<file path="src/rtl/exc_sequencer.sv">
// exc_sequencer: sequences a precise exception or ERET taken at the memory stage.
// The request is captured in IDLE. The sequencer waits in DRAIN until the data bus
// is idle. In COMMIT it flushes the pipeline and writes CP0 for one cycle. In
// REDIRECT it offers the new fetch PC until fetch accepts it. The whole pipeline is
// stalled from the capture cycle until the redirect is accepted.
//
// Ports
//   clk, rst        rising-edge clock, synchronous active-high reset
//   exc_flag        exception/ERET pending (sampled only in IDLE)
//   exc_type        ExcCode of the request (0x1E = ERET)
//   exc_pc          PC of the faulting instruction
//   exc_baddr       faulting address
//   exc_bd          faulting instruction is in a delay slot
//   cp0_epc         current EPC (ERET return target)
//   status_bev      Status.BEV (selects the boot vector)
//   bus_busy        data-memory transaction outstanding
//   redirect_ready  fetch accepts the redirect
//   stall_all       freeze the whole pipeline
//   flush           kill all in-flight instructions (COMMIT only)
//   redirect_valid  redirect_pc offer
//   redirect_pc     new fetch PC
//   cp0_exc_we      write EPC/ExcCode/BD and set EXL
//   cp0_epc_o       EPC write data
//   cp0_exccode     Cause.ExcCode write data
//   cp0_bd          Cause.BD write data
//   cp0_badv_we     BadVAddr write enable
//   cp0_badv_o      BadVAddr write data
//   cp0_eret        clear Status.EXL
module exc_sequencer (
  input  logic        clk,
  input  logic        rst,
  input  logic        exc_flag,
  input  logic [4:0]  exc_type,
  input  logic [31:0] exc_pc,
  input  logic [31:0] exc_baddr,
  input  logic        exc_bd,
  input  logic [31:0] cp0_epc,
  input  logic        status_bev,
  input  logic        bus_busy,
  input  logic        redirect_ready,
  output logic        stall_all,
  output logic        flush,
  output logic        redirect_valid,
  output logic [31:0] redirect_pc,
  output logic        cp0_exc_we,
  output logic [31:0] cp0_epc_o,
  output logic [4:0]  cp0_exccode,
  output logic        cp0_bd,
  output logic        cp0_badv_we,
  output logic [31:0] cp0_badv_o,
  output logic        cp0_eret
);

  typedef enum logic [1:0] {IDLE, DRAIN, COMMIT, REDIRECT} state_t;

  localparam logic [4:0]  CODE_ERET = 5'h1E;
  localparam logic [4:0]  CODE_ADEL = 5'h04;
  localparam logic [4:0]  CODE_ADES = 5'h05;
  localparam logic [31:0] VEC_BEV1  = 32'hBFC0_0380;
  localparam logic [31:0] VEC_BEV0  = 32'h8000_0180;

  state_t      state_q, state_d;
  logic [4:0]  type_q, type_d;
  logic [31:0] pc_q, pc_d;
  logic [31:0] baddr_q, baddr_d;
  logic        bd_q, bd_d;
  logic [31:0] epc_q, epc_d;
  logic [31:0] rpc_q, rpc_d;

  // A delay-slot fault restarts at the branch, one word earlier (modular).
  function automatic logic [31:0] restart_pc(input logic [31:0] pc, input logic bd);
    return bd ? (pc - 32'd4) : pc;
  endfunction

  function automatic logic [31:0] target_pc(input logic [4:0] code,
                                            input logic [31:0] epc,
                                            input logic bev);
    if (code == CODE_ERET) return epc;
    return bev ? VEC_BEV1 : VEC_BEV0;
  endfunction

  always_ff @(posedge clk) begin
    if (rst) begin
      state_q <= IDLE;
      type_q  <= '0;
      pc_q    <= '0;
      baddr_q <= '0;
      bd_q    <= 1'b0;
      epc_q   <= '0;
      rpc_q   <= '0;
    end else begin
      state_q <= state_d;
      type_q  <= type_d;
      pc_q    <= pc_d;
      baddr_q <= baddr_d;
      bd_q    <= bd_d;
      epc_q   <= epc_d;
      rpc_q   <= rpc_d;
    end
  end

  always_comb begin
    state_d        = state_q;
    type_d         = type_q;
    pc_d           = pc_q;
    baddr_d        = baddr_q;
    bd_d           = bd_q;
    epc_d          = epc_q;
    rpc_d          = rpc_q;
    stall_all      = 1'b0;
    flush          = 1'b0;
    redirect_valid = 1'b0;
    redirect_pc    = '0;
    cp0_exc_we     = 1'b0;
    cp0_epc_o      = '0;
    cp0_exccode    = '0;
    cp0_bd         = 1'b0;
    cp0_badv_we    = 1'b0;
    cp0_badv_o     = '0;
    cp0_eret       = 1'b0;

    unique case (state_q)
      IDLE: begin
        // The capture cycle stalls combinationally so the faulting
        // instruction cannot advance past the memory stage.
        stall_all = exc_flag;
        if (exc_flag) begin
          type_d  = exc_type;
          pc_d    = exc_pc;
          baddr_d = exc_baddr;
          bd_d    = exc_bd;
          epc_d   = cp0_epc;
          state_d = bus_busy ? DRAIN : COMMIT;
        end
      end
      DRAIN: begin
        stall_all = 1'b1;
        if (!bus_busy) state_d = COMMIT;
      end
      COMMIT: begin
        stall_all = 1'b1;
        flush     = 1'b1;
        // CP0 strobes are held off in a reset cycle, so an interrupted
        // sequence never lands a CP0 write.
        if (type_q == CODE_ERET) begin
          cp0_eret = !rst;
        end else begin
          cp0_exc_we = !rst;
          if (!rst) begin
            cp0_epc_o   = restart_pc(pc_q, bd_q);
            cp0_exccode = type_q;
            cp0_bd      = bd_q;
          end
          if (!rst && (type_q == CODE_ADEL || type_q == CODE_ADES)) begin
            cp0_badv_we = 1'b1;
            cp0_badv_o  = baddr_q;
          end
        end
        // BEV is sampled here and frozen with the target for the whole offer.
        rpc_d   = target_pc(type_q, epc_q, status_bev);
        state_d = REDIRECT;
      end
      REDIRECT: begin
        stall_all      = 1'b1;
        redirect_valid = 1'b1;
        redirect_pc    = rpc_q;
        if (redirect_ready) state_d = IDLE;
      end
      default: state_d = IDLE;
    endcase
  end

endmodule

</file>
<file path="config.mk">
export PLATFORM = sky130hd
export DESIGN_NAME = exc_sequencer
export DESIGN_NICKNAME = d
export VERILOG_FILES = /design/src/rtl/exc_sequencer.sv
export SDC_FILE = /design/constraint.sdc
export NUM_CORES = 1
export LEC_CHECK = 0
export ABC_AREA = 1
export CAP_MARGIN = 15
export CORE_UTILIZATION = 40
export DETAILED_ROUTE_END_ITERATION = 8
export DONT_BUFFER_PORTS = 1
export MAX_ROUTING_LAYER = met4
export SYNTH_ARGS = -nofsm -noshare
export SYNTH_HDL_FRONTEND = slang
export SYNTH_SLANG_ARGS = --single-unit
</file>
<file path="constraint.sdc">
create_clock -name clk -period 2.3 [get_ports clk]
set_clock_uncertainty 0.2 [all_clocks]
set_input_delay 0.46 -clock clk [delete_from_list [all_inputs] [get_ports clk]]
set_output_delay 0.46 -clock clk [all_outputs]
set_load 0.02 [all_outputs]
</file>
### Word level (Yosys, flattened, before mapping)

Index checks and enable logic that the tools add are counted.

| word-level totals | value |
|---|---|
| bits in registers | 136 |
| input port bits | 108 |
| output and inout bits | 108 |
| logic and storage cells | 58 |

| operators by class | value |
|---|---|
| add/sub/neg operators | 1 |
| eq/ne operators | 9 |
| multiplexer cells | 34 |
| reductions and logical operators | 7 |

Operators with widths:

| kind | count |
|---|---|
| two-way mux 32 bit | 10 |
| subtractor 32 x 3 -> 32 bit (second input constant) | 1 |
| two-way mux 30 bit | 1 |
| two-way mux 5 bit | 3 |
| two-way mux 1 bit | 14 |
| equality test 5 x 3 -> 1 bit (second input constant) | 2 |
| two-way mux 2 bit | 4 |
| case mux 2 bit (4 select lines) | 1 |
| != test 2 bit (second input constant) | 3 |
| equality test 5 bit (second input constant) | 1 |
| equality test 2 bit (second input constant) | 2 |
| AND reduction 3 bit | 1 |
| OR reduction 3 bit | 1 |
| equality test 2 x 1 -> 1 bit (second input constant) | 1 |
| logical NOT 2 bit | 1 |
| case mux 1 bit (2 select lines) | 1 |
| AND reduction 2 bit | 1 |
| logical AND 1 bit | 1 |
| logical NOT 1 bit | 1 |
| logical OR 1 bit | 1 |

### Depth between registers and ports, before layout

| logic depth | value |
|---|---|
| depth in word-level cells | 6 |
| mapped depth | 11 |
| depth with buffers taken out | 11 |

### Worst setup path after synthesis

No wires, ideal clock.

| path | value |
|---|---|
| path kind | register -> output |
| from | reg state_q[0] |
| to | out cp0_badv_o[22] |
| arrival | 1.897 ns |
| data required time | 1.640 ns |
| path slack | -0.257 ns |
| cell stages (with the launch flop) | 9 |
| buffers on the path | 2 |
| path through | dfxtp_1 inv_1 ha_1 buf_2 nand3_2 nor2_2 nand2_1 buf_4 nor2_1 |

| between the ends | value |
|---|---|
| longest elaborated chain between the ends | 2 |

Ends and longest elaborated chain:

| element | line | source |
|---|---|---|
| start: declaration | 62 | `state_t state_q, state_d;` |
| start signal: assignment | 92 | `state_q <= state_d;` |
| equality test 2 bit | 122 | `unique case (state_q)` |
| two-way mux 32 bit | 122 |  |
| end: declaration | 50 | `output logic [31:0] cp0_badv_o,` |

No other way between the ends.

### Worst setup path in the final report

| path | value |
|---|---|
| from | reg pc_q[17] |
| to | out cp0_epc_o[26] |

| between the ends | value |
|---|---|
| longest elaborated chain between the ends | 5 |

Ends and longest elaborated chain:

| element | line | source |
|---|---|---|
| start: declaration | 64 | `logic [31:0] pc_q, pc_d;` |
| start signal: assignment | 94 | `pc_q <= pc_d;` |
| subtractor 32 x 3 -> 32 bit | 72 | `return bd ? (pc - 32'd4) : pc;` |
| two-way mux 32 bit | 72 |  |
| two-way mux 32 bit | 149 | `if (!rst) begin` |
| two-way mux 32 bit | 145 | `if (type_q == CODE_ERET) begin` |
| two-way mux 32 bit | 122 |  |
| end: declaration | 46 | `output logic [31:0] cp0_epc_o,` |

No other way between the ends.

==> run summary <==
Max-Cap Viols: 0
Die Ht: 129 um
syn_area_per_cell: 6.58 um2
die width: 129 um
initial antenna violation count: 2
largest net degree at the start of global routing: 127
pwr dens: 1220 nW/um2
first-pass GRT wire length: 28,800 um
area grow syn2layout: 38.4%
run status: finished with violations
Post-Route WL: 18,700 um
Sum Neg Setup Slack: -5.28 ns
Slew Viols, Final: 0
hold slack: 0.0147 ns
Total GRT Usage: 22.8%
ratio of cells with drive above 1 in the final layout: 26.9%
final setup violation count: 59
mean routed wirelength per cell: 14.7 um
vias in the first global route: 5,966
initial drt markers: 348
FP Rows: 45
CP arrival: 1.89 ns
starting density of the core: 41.5%
Final Hold Violating Endpoints: 0
number of distinct library cells after synthesis: 26
Vias/cell: 4.95
reg2reg setup slack: 0.12 ns
Hold Path Class: in2reg
dpl cell area: 7230 um2
crit path kind: reg2out
antenna viol nets, final: 0
CTS root buf: clkbuf_16
clock slew at reported path FFs: 0.06 ns
final instance area: 8870 um2
fin worst setup slack: -0.246 ns
Syn Nets: 1,088
Multi-input gate area: 3590 um2
DP HPWL: 12,000 um
Tcrit/Tclk final: 111%
port buffer count: 0
CTS max path bufs: 2
total clock sinks: 136
max_slew headroom: 62.9%
# IOs: 216
register area: 2740 um2
Yosys Warn Count: 0
total iterations of the first detailed-routing run: 6
most frequent cells in the layout: nor2_1, o21ai_0, inv_1
Synth Register Bits: 136
Slew @ Worst Pin: 0.557 ns
Seq/Total Area, Yosys: 42.5%
Num CTS Buffers: 17
Worst EP required: 1.64 ns
vias: 6,282
RD Place Congestion: 0.894
Core Area: 15,400 um2
Max FO, Critical Path: 5
Leak: 3.81 nW
minimum clock period: 2.55 ns
clk_lat worst skew: 0.41 ns
Die ar.: 16,500 um2
CTS tree: yes
final core utilization: 57.5%
Post-Syn Instances: 974
Peak VDD IR: 739 uV
post-synth top area cell: dfxtp_1
area share of the largest cell type after synthesis: 42.5%
Synth area leaders: dfxtp_1, nor2_1, o21ai_0
CP startpoint kind: register
Worst Setup End Kind: primary output
grt total ovfl: 0
htree depth: 4
failing checks: setup timing
f_max: 393 MHz
fill cell count: 1,489
Layout Nets: 1,156
synthesized area: 6410 um2
DRC: 0
RSZ-0062 raised after global routing: true
final timing paths:
path | start | to | cells after the start
min | cp0_epc[14] | epc_q[14] | 2
max reg2reg | state_q[0] | pc_q[27] | 10
max | pc_q[17] | cp0_epc_o[26] | 9
min reg2reg | epc_q[26] | epc_q[26] | 2
routing by layer:
metal	vias to the layer above	GRT usage, %	wire (um)
met5	-	-	0
met4	0	7.13	303
met3	23	5.41	1150
met2	184	37.5	9170
met1	2865	27.6	8070
li1	3210	-	-
area by class of cell:
| type | instances | share of cell area, % |
|---|---|---|
| Clock buffer | 22 | 5.46 |
| Sequential cell | 136 | 30.9 |
| Clock inverter | 10 | 1.85 |
| Tap cell | 211 | 2.98 |
| Inverter | 143 | 6.23 |
| Multi-Input combinational cell | 641 | 40.5 |
| Antenna cell | 2 | 0.0564 |
| Timing Repair Buffer | 103 | 12.1 |
synth_stat cells:
cell type  count
a211oi_1       1
a21oi_1      110
and3_1         2
buf_1          4
buf_2          8
buf_4          3
buf_6          2
clkbuf_1      38
dfxtp_1      136
ha_1           6
inv_1        139
inv_2          4
nand2_1      141
nand2_2        2
nand3_1       17
nand3_2        2
nand4_1        7
nor2_1       193
nor2_2         7
nor2_4         2
nor3_1         3
o211ai_1       4
o21ai_0      134
o21ai_1        3
or2_2          2
xor2_1         4
through the flow:
step,cells,total power [mW],setup WS [ns]
6_report,1268,10.9,-0.246
5_1_grt,1268,11.6,-0.338
4_1_cts,1256,10.5,-0.247
3_5_place_dp,1199,6.93,0.0558
3_3_place_gp,1199,6.89,0.0835
2_1_floorplan,974,5.98,-0.0305
cell families after synthesis:
kind of cell	count (synthesis)	share of synthesized area [%]
AND/OR/NAND/NOR	378	23.7
AO/OA/AOI/OAI	252	19.9
buffers and inverters	198	12.2
flip-flops	136	42.5
adder cells (fa/ha/maj)	6	1.17
XOR/XNOR	4	0.547
what timing repair did:
| item | in CTS | in global routing |
|---|---|---|
| gates resized for setup | 137 | 58 |
| endpoints found under the setup margin | 71 | 112 |
| hold buffers | 2 | 0 |
| pin swaps | 41 | 15 |
| setup buffers | 23 | 8 |
| gates cloned | 1 | 3 |
| endpoints found under the hold margin | 7 | 0 |
where the power goes:
part,total [mW],switching (mW),leakage [nW],internal (mW)
Sequential,3.56,0.425,1.13,3.13
Clock,2.97,1.03,0.317,1.93
Combinational,4.34,2.75,2.36,1.59
flip-flops by register name, indices dropped and copies added (netlist names):
| register | flops |
|---|---|
| pc_q | 32 |
| type_q | 5 |
| baddr_q | 32 |
| state_q | 2 |
| epc_q | 32 |
| rpc_q | 32 |
| bd_q | 1 |
worst max-delay path: stages, from the launching register on:
cell and delay (ns):
dfxtp_1 0.35, inv_1 0.12, nand2_1 0.14, nor2_4 0.19, nand3_1 0.13, nor2_4 0.19, nand3_1 0.09, nand2_1 0.06
nor2_1 0.05, buf_4 0.15
Power figures use the tool's default switching activity.
